## src/rtl/transmitter_control_unit_pkg.sv

```systemverilog
// Shared UART definitions: FSM state encoding, default timing and the per-state line level.
// Imported by both the transmitter and the receiver.
package transmitter_control_unit_pkg;

   typedef enum logic [1:0] {
      IDLE  = 2'd0,
      START = 2'd1,
      DATA  = 2'd2,
      STOP  = 2'd3
   } uart_state_e;

   localparam int unsigned UART_CLKS_PER_BIT        = 16;
   localparam int unsigned UART_BAUD_COUNTER_WIDTH  = 4;
   localparam int unsigned UART_DATA_WIDTH          = 8;

   // Serial line level for a given state; data_bit is only used in DATA.
   function automatic logic tx_level(input uart_state_e state, input logic data_bit);
      logic level;
      level = 1'b1;
      unique case (state)
         IDLE:    level = 1'b1;
         START:   level = 1'b0;
         DATA:    level = data_bit;
         STOP:    level = 1'b1;
         default: level = 1'b1;
      endcase
      return level;
   endfunction

endpackage

```

## src/rtl/transmitter_control_unit_if.sv

```systemverilog
// Byte handshake into the UART transmitter.
// A byte moves when i_valid and o_ready are both high at a rising clock edge; i_data is only
// looked at on that edge, and i_valid may be raised or dropped freely while o_ready is low.
interface transmitter_control_unit_if #(
   parameter int DATA_WIDTH = 8
) ();
   logic                  i_valid;
   logic [DATA_WIDTH-1:0] i_data;
   logic                  o_ready;

   modport master (output i_valid, output i_data, input o_ready);
   modport slave  (input i_valid, input i_data, output o_ready);
endinterface

```

## src/rtl/transmitter_baud_counter.sv

```systemverilog
// Bit-period counter: counts 0..CLKS_PER_BIT-1 while enabled and flags the last cycle.
module transmitter_baud_counter #(
   parameter int CLKS_PER_BIT       = 16,
   parameter int BAUD_COUNTER_WIDTH = 4
) (
   input  logic i_clock,
   input  logic i_reset,
   input  logic i_clear,
   input  logic i_enable,
   output logic o_equal
);

   localparam logic [BAUD_COUNTER_WIDTH-1:0] LAST_COUNT =
      BAUD_COUNTER_WIDTH'(CLKS_PER_BIT - 1);

   logic [BAUD_COUNTER_WIDTH-1:0] count_q;
   logic [BAUD_COUNTER_WIDTH-1:0] count_d;

   always_comb begin
      count_d = count_q;
      if (i_clear) begin
         count_d = '0;
      end else if (i_enable) begin
         count_d = (count_q == LAST_COUNT) ? '0 : count_q + BAUD_COUNTER_WIDTH'(1);
      end
   end

   always_ff @(posedge i_clock) begin
      if (i_reset) begin
         count_q <= '0;
      end else begin
         count_q <= count_d;
      end
   end

   assign o_equal = i_enable && (count_q == LAST_COUNT);

endmodule

```

## src/rtl/transmitter_control_unit.sv

```systemverilog
// UART transmitter control: frame FSM, payload shift register and registered serial line.
// The bit index lives in an external bit counter that reports the last data bit via i_equal_MSB.
module transmitter_control_unit
   import transmitter_control_unit_pkg::*;
#(
   parameter int CLKS_PER_BIT       = UART_CLKS_PER_BIT,
   parameter int BAUD_COUNTER_WIDTH = UART_BAUD_COUNTER_WIDTH,
   parameter int DATA_WIDTH         = UART_DATA_WIDTH
) (
   input  logic                         i_clock,
   input  logic                         i_reset,
   transmitter_control_unit_if.slave    tx_in,
   input  logic                         i_equal_MSB,
   output logic                         o_equal,
   output logic                         o_state_is_START,
   output logic                         o_state_is_DATA,
   output logic                         o_tx,
   output logic                         o_frame_done
);

   uart_state_e           state_q;
   uart_state_e           state_d;
   logic [DATA_WIDTH-1:0] shift_q;
   logic [DATA_WIDTH-1:0] shift_d;
   logic                  tx_q;
   logic                  tx_d;
   logic                  accept;
   logic                  baud_equal;

   assign accept = tx_in.i_valid && (state_q == IDLE);

   transmitter_baud_counter #(
      .CLKS_PER_BIT       (CLKS_PER_BIT),
      .BAUD_COUNTER_WIDTH (BAUD_COUNTER_WIDTH)
   ) u_baud_counter (
      .i_clock  (i_clock),
      .i_reset  (i_reset),
      .i_clear  (accept),
      .i_enable (state_q != IDLE),
      .o_equal  (baud_equal)
   );

   always_ff @(posedge i_clock) begin
      if (i_reset) begin
         state_q <= IDLE;
         shift_q <= '0;
         tx_q    <= 1'b1;
      end else begin
         state_q <= state_d;
         shift_q <= shift_d;
         tx_q    <= tx_d;
      end
   end

   always_comb begin
      state_d = state_q;
      unique case (state_q)
         IDLE:    if (accept)                     state_d = START;
         START:   if (baud_equal)                 state_d = DATA;
         DATA:    if (baud_equal && i_equal_MSB)  state_d = STOP;
         STOP:    if (baud_equal)                 state_d = IDLE;
         default:                                 state_d = IDLE;
      endcase
   end

   // o_tx is computed from the next state/shift so the registered line lines up with state_q.
   always_comb begin
      shift_d = shift_q;
      if (accept) begin
         shift_d = tx_in.i_data;
      end else if ((state_q == DATA) && baud_equal && !i_equal_MSB) begin
         shift_d = shift_q >> 1;
      end
      tx_d = tx_level(state_d, shift_d[0]);
   end

   always_comb begin
      tx_in.o_ready    = (state_q == IDLE);
      o_state_is_START = (state_q == START);
      o_state_is_DATA  = (state_q == DATA);
      o_equal          = baud_equal;
      o_frame_done     = baud_equal && (state_q == STOP);
      o_tx             = tx_q;
   end

endmodule

```

## src/flat_wrapper.sv

```systemverilog
// flat-port wrapper written by rule: the top's interface ports become plain ports
module transmitter_control_unit_flat import transmitter_control_unit_pkg::*;
#(
   parameter int CLKS_PER_BIT       = UART_CLKS_PER_BIT,
   parameter int BAUD_COUNTER_WIDTH = UART_BAUD_COUNTER_WIDTH,
   parameter int DATA_WIDTH         = UART_DATA_WIDTH
)
  (i_clock, i_reset, i_equal_MSB, o_equal, o_state_is_START, o_state_is_DATA, o_tx, o_frame_done, tx_in_i_valid, tx_in_i_data, tx_in_o_ready);
  transmitter_control_unit_if #(.DATA_WIDTH(DATA_WIDTH)) tx_in_i ();
  input  logic i_clock;
  input  logic i_reset;
  input  logic i_equal_MSB;
  output logic o_equal;
  output logic o_state_is_START;
  output logic o_state_is_DATA;
  output logic o_tx;
  output logic o_frame_done;
  input wire logic [$bits(tx_in_i.i_valid)-1:0] tx_in_i_valid;
  input wire logic [$bits(tx_in_i.i_data)-1:0] tx_in_i_data;
  output wire logic [$bits(tx_in_i.o_ready)-1:0] tx_in_o_ready;
  assign tx_in_i.i_valid = tx_in_i_valid;
  assign tx_in_i.i_data = tx_in_i_data;
  assign tx_in_o_ready = tx_in_i.o_ready;
  transmitter_control_unit #(.CLKS_PER_BIT(CLKS_PER_BIT), .BAUD_COUNTER_WIDTH(BAUD_COUNTER_WIDTH), .DATA_WIDTH(DATA_WIDTH)) u_core (.i_clock(i_clock), .i_reset(i_reset), .tx_in(tx_in_i), .i_equal_MSB(i_equal_MSB), .o_equal(o_equal), .o_state_is_START(o_state_is_START), .o_state_is_DATA(o_state_is_DATA), .o_tx(o_tx), .o_frame_done(o_frame_done));
endmodule
```

## config.mk

```make
export PLATFORM = sky130hd
export DESIGN_NAME = transmitter_control_unit_flat
export DESIGN_NICKNAME = d
export VERILOG_FILES = /design/src/rtl/transmitter_control_unit_pkg.sv /design/src/rtl/transmitter_control_unit_if.sv /design/src/rtl/transmitter_baud_counter.sv /design/src/rtl/transmitter_control_unit.sv /design/src/flat_wrapper.sv
export SDC_FILE = /design/constraint.sdc
export NUM_CORES = 1
export LEC_CHECK = 0
export CORE_MARGIN = 10
export CORE_UTILIZATION = 42
export CTS_CLUSTER_SIZE = 40
export DETAILED_ROUTE_END_ITERATION = 8
export GPL_ROUTABILITY_DRIVEN = 1
export PLACE_DENSITY = 0.76
export SYNTH_ARGS = -nofsm -noshare
export SYNTH_HDL_FRONTEND = slang
export SYNTH_HIERARCHICAL = 1
export SYNTH_SLANG_ARGS = --single-unit
```

## constraint.sdc

```tcl
create_clock -name i_clock -period 1.7 [get_ports i_clock]
set_input_delay 0.51 -clock i_clock [delete_from_list [all_inputs] [get_ports i_clock]]
set_output_delay 0.51 -clock i_clock [all_outputs]
set_load 0.05 [all_outputs]
```

**Word-level counts from Yosys, hierarchy flattened**

Cells that the tools add are included.

- Reductions and logical operators: 13
- Multiplexer cells: 9
- Equal/unequal tests: 7
- Add/subtract/negate cells: 1

Operators with widths:

| cell | number |
|---|---|
| $mux 8 | 2 |
| $eq 2x2->1 const B | 4 |
| $mux 2 | 4 |
| $pmux 2 s4 | 1 |
| $logic_and 1x1->1 | 6 |
| $add 4x1->4 const B | 1 |
| $eq 2x1->1 const B | 2 |
| $eq 4x4->1 const B | 1 |
| $logic_not 2->1 | 2 |
| $mux 4 | 1 |
| $reduce_bool 2->1 | 2 |
| $reduce_or 2->1 | 2 |
| $pmux 1 s3 | 1 |
| $logic_not 1->1 | 1 |

- Output and inout port bits: 6
- Bits of input ports: 12
- Logic and storage cells: 35
- Register bits after elaboration: 15

**Depth between registers and ports, before layout**

- Depth after elaboration: 8
- Mapped depth: 11
- Depth with buffers taken out: 10

**Modules after synthesis**

The synthesis kept the hierarchy.

By module, submodules not included:

| module | seq. area each (µm²) | cells an instance | times used | area each (µm²) |
|---|---|---|---|---|
| transmitter_control_unit | 220.2 | 65 | 1 | 573.0 |
| transmitter_baud_counter | 80.1 | 17 | 1 | 173.9 |

**Worst setup path after synthesis**

OpenSTA, ideal clock, no wires.

- Kind: register to register
- From: register u_core.state_q[1]
- To: register u_core.tx_q (netlist: u_core/o_tx)
- Required time: 1.604 ns
- Stages on the path, launching flop included: 12
- Arrival: 2.652 ns
- Library setup time: 0.096 ns
- Setup slack: -1.048 ns
- Period minus slack after synthesis: 2.748 ns
- Path buffers: 1
- Cell sequence: dfxtp_1 -> buf_6 -> nor2_1 -> inv_1 -> and4_4 -> and3_1 -> o31ai_1 -> inv_1 -> ha_1 -> inv_1 -> nand2_1 -> o41ai_2

- Elaborated cells between the ends (all ways): 23
- Those cells by class: eq/ne: 6; mux: 8; reduce/logical: 9

RTL lines:

| item | RTL line | text |
|---|---|---|
| from (decl) | transmitter_control_unit.sv:21 | `uart_state_e state_q;` |
| from (signal assigned) | transmitter_control_unit.sv:49 | `state_q <= state_d;` |
| $logic_not 2->1 (*) | n/a |  |
| named net tx_in_o_ready | flat_wrapper.sv:20 | `output wire logic [$bits(tx_in_i.o_ready)-1:0] tx_in_o_ready;` |
| $logic_and 1x1->1 | transmitter_control_unit.sv:30 | `assign accept = tx_in.i_valid && (state_q == IDLE);` |
| $mux 2 | transmitter_control_unit.sv:58 | `IDLE: if (accept) state_d = START;` |
| $pmux 2 s4 (*) | transmitter_control_unit.sv:57 | `unique case (state_q)` |
| named net u_core.state_d[0] | transmitter_control_unit.sv:22 | `uart_state_e state_d;` |
| $eq 2x2->1 or $logic_not 2->1 (tied branches) | transmitter_control_unit_pkg.sv:20 | `unique case (state)` |
| $reduce_or 2->1 (no source line) | n/a |  |
| $pmux 1 s3 (*) | transmitter_control_unit_pkg.sv:20 |  |
| to (signal assigned) | transmitter_control_unit.sv:51 | `tx_q <= tx_d;` |
| to (decl) | transmitter_control_unit.sv:25 | `logic tx_q;` |

Mark *: on every way through the listed nets, which the timed path passes. The rest lies on a longest branch. The select of a mux whose other input is x is not followed.
A chain may end at the register's enable or synchronous reset.

**Worst setup path after layout**

- From: register u_core.u_baud_counter.count_q[1]
- To: output o_frame_done

- Longest elaborated chain between the ends: 3

RTL lines:

| item | RTL line | text |
|---|---|---|
| from (decl) | transmitter_baud_counter.sv:16 | `logic [BAUD_COUNTER_WIDTH-1:0] count_q;` |
| from (signal assigned) | transmitter_baud_counter.sv:32 | `count_q <= count_d;` |
| $eq 4x4->1 | transmitter_baud_counter.sv:36 | `assign o_equal = i_enable && (count_q == LAST_COUNT);` |
| $logic_and 1x1->1 | transmitter_baud_counter.sv:36 |  |
| $logic_and 1x1->1 | transmitter_control_unit.sv:82 | `o_frame_done = baud_equal && (state_q == STOP);` |
| to (decl) | flat_wrapper.sv:17 | `output logic o_frame_done;` |

Every way passes these cells.

==> summary.json <==
{
  "crit_path_end_kind": "output port",
  "placement_rows": 15,
  "holdBufCountCts": 0,
  "powerDensity_nw_per_um2": 585,
  "syn-cell-area_um2": 747,
  "clkSlewWorstSetupHoldPaths_ns": 0.09,
  "critPathSlowestCell": "sky130_fd_sc_hd__dfxtp_2",
  "timing.critical_path.cells": "ha_4 -> and4_4 -> buf_6 -> and3_4 -> buf_12",
  "detail-route-antenna-nets": 0,
  "hp-class": "flop to flop",
  "area_growth_pct": 74.9,
  "max_stage_delay_ns": 0.36,
  "total_power_w": 0.000765,
  "vias_per_cell": 4.96,
  "cts_sinks": 15,
  "gr-usage-all-layers": 0.0982,
  "measured_slew_at_the_worst_slew_check_pin_ns": 0.248,
  "crit_buf_inv": 2,
  "worst-endpoint-arrival_ns": 1.42,
  "die-height_um": 62.2,
  "postSynthCellCount": 82,
  "clkLatencyLatePin_ns": 0.28,
  "synth_enable_flop_cells": 0,
  "cts-root-to-sink-buffers": 2,
  "synth.avg_cell_area_um2": 9.11,
  "timing.setup.critical_path_class": "flop to output port",
  "cp_top_delay_family": "simple AND/OR/NAND/NOR gates",
  "finalWorstPathRequiredPeriod_ns": 1.93,
  "timing.fmax_mhz": 517,
  "layout.cells.most_common": "sky130_fd_sc_hd__buf_4",
  "timing.max_slew.rel_slack": 0.834,
  "drv_slew": 0,
  "synth_flop_cell": "sky130_fd_sc_hd__dfxtp_1",
  "p_sw_w": 0.000206,
  "post_drt_wl_per_cell_um": 13.1,
  "fin_skew_ns": 0.00284,
  "run_status": "complete, but fails checks",
  "post_dp_hpwl_um": 1470,
  "layout_common_cells": "sky130_fd_sc_hd__buf_4, sky130_fd_sc_hd__dfxtp_1, sky130_fd_sc_hd__clkdlybuf4s50_1",
  "synth.ff_latch_count": 15,
  "number_of_max_capacitance_violations_reported": 0,
  "post-route-period-util": 1.14,
  "maximum_number_of_pins_on_one_net_before_global_route_repair": 14,
  "fin_area_um2": 1310,
  "num-nets-final": 139,
  "leakage_nw": 0.528,
  "post_route_cells_drive_above_1_share": 0.512,
  "io-pin-count": 18,
  "power.ir.vdd_worst_mv": 0.434,
  "synthArstFlopShare": 0,
  "drc_errors": 0,
  "report.final.setup_viol": 3,
  "seq_power_share": 0.501,
  "yosys_warnings": 6,
  "numCtsBuffers": 3,
  "setup_ws_ns": -0.234,
  "critical_path_peak_fanout": 3,
  "p_int_w": 0.000559,
  "floorplan_die_area_um2": 3870,
  "final.setup.tns_ns": -0.530,
  "worstReg2RegStart": "u_core/u_baud_counter/count_q[1]",
  "timing.critical_path.required_ns": 1.19,
  "diodes": 0,
  "critical_path.startpoint_type": "flop",
  "drt_iter0_markers": 24,
  "clock-root-buffer": "sky130_fd_sc_hd__clkbuf_4",
  "unrepaired_setup_endpoints_after_global_routing": "yes",
  "routed_wirelength_um": 1940,
  "place_area_um2": 1140,
  "cts_tree": "done",
  "crit_path_start": "u_core/u_baud_counter/count_q[1]",
  "drt_first_pass_iters": 4,
  "postSynthNetCount": 97,
  "grt_overflow": 0,
  "htree_num_levels": 1,
  "area_of_the_core_um2": 1710,
  "power.share.combinational": 0.235,
  "fp.dieW_um": 62.2,
  "fillers": 117,
  "synth_sequential_area_ratio": 0.402,
  "clock_network_fraction_of_total_power": 0.265,
  "grt_first_pass_wirelength_um": 3140,
  "post_synth_num_cell_types": 30,
  "antenna_found_initial": 0,
  "dpl_worst_slack_ns": -0.361,
  "violations_in_the_final_reports": "negative setup slack",
  "first_global_vias": 717,
  "detailroute.via_count": 734,
  "fin_hold_ws_ns": 0.484,
  "initial_core_util": 0.437,
  "p_sw_frac": 0.269,
  "gp_congestion": 0.743,
  "hold_wc_startpoint": "u_core/shift_q[6]",
  "buffer_ports.inserted": 17,
  "report.final.hold_viol_count": 0
}
worst register-to-register path, cell delays in order (launching register included):
cell	delay, ns
sky130_fd_sc_hd__dfxtp_2	0.36
sky130_fd_sc_hd__ha_4	0.14
sky130_fd_sc_hd__and4_4	0.23
sky130_fd_sc_hd__buf_4	0.12
sky130_fd_sc_hd__nand2_2	0.07
sky130_fd_sc_hd__xor2_2	0.21
sky130_fd_sc_hd__inv_1	0.07
sky130_fd_sc_hd__ha_1	0.28
sky130_fd_sc_hd__a21oi_1	0.16
sky130_fd_sc_hd__o41ai_2	0.09
layer usage:
metal / part of all wire / global-route usage / vias up
met4: 0.0062 / 0.0429 / 0
met1: 0.41 / 0.106 / 346
met3: 0.052 / 0.0376 / 2
met5: 0 / 0 / -
met2: 0.53 / 0.165 / 15
li1: - / - / 371
power groups by stage:
stage	Sequential (W)	Clock (W)	Combinational (W)
3_5_place_dp	0.000388	0	0.000160
6_report	0.000383	0.000203	0.000179
5_1_grt	0.000385	0.000223	0.000192
2_1_floorplan	0.000394	0	0.0000756
4_1_cts	0.000382	0.000205	0.000174
3_3_place_gp	0.000387	0	0.000156
cell type report:
cell class	instances	area, µm²	share of cell area
multi-input cells	57	493	0.377
repair buffers	42	419	0.321
clock buffers	4	26.3	0.0201
well taps	25	31.3	0.0239
inverters	5	31.3	0.0239
flip-flops and latches	15	305	0.234
cells in the mapped netlist, drive strengths merged, types with 2 or more instances:
master	n	area (µm²)
a21oi	8	40.0
a22oi	6	45.0
and3	2	12.5
buf	4	31.3
dfxtp	15	300
ha	3	37.5
inv	4	15.0
nand2	4	15.0
nand3	7	35.0
nor2	7	26.3
nor2b	2	12.5
nor3	3	20.0
xor2	3	26.3
path summary, 6_finish.rpt:
| check | cells past startpoint | slack [ns] | end |
|---|---|---|---|
| max | 5 | -0.23 | o_frame_done |
| min | 2 | 0.48 | u_core/shift_q[6] |
| max reg2reg | 9 | -0.13 | u_core/o_tx |
| min reg2reg | 2 | 0.48 | u_core/shift_q[6] |
stage by stage:
stage | cells | utilization
2_1_floorplan | 82 | -
3_3_place_gp | 138 | 0.669
3_5_place_dp | 138 | 0.669
4_1_cts | 146 | 0.737
5_1_grt | 148 | 0.765
6_report | 148 | 0.765
logic make-up (layout without fill, tap and decap cells):
family | Yosys count | in the layout | synth area share
xor gates and xnor gates | 4 | 4 | 0.0469
muxes | 1 | 1 | 0.0134
buffers and inverters | 10 | 51 | 0.0888
AOI/OAI and AO/OA | 16 | 16 | 0.146
DFF | 15 | 15 | 0.402
and+or+nand+nor | 33 | 33 | 0.253
adders and majority gates | 3 | 3 | 0.0503
sequential cells by signal, indices dropped and copies added, names as in the netlist:
signal and cells:
u_core/o_tx 1, u_core/u_baud_counter/count_q 4, u_core/shift_q 8, u_core/state_q 2
timing repair:
action                                  CTS  global route
endpoints found under the setup margin   12            11
cloned                                    0             0
pin swaps                                 8             5
gates resized for setup                  16             8
hold endpoints to repair                  0             0
setup buffers                             4             2
(Power assumes the default switching activity.)
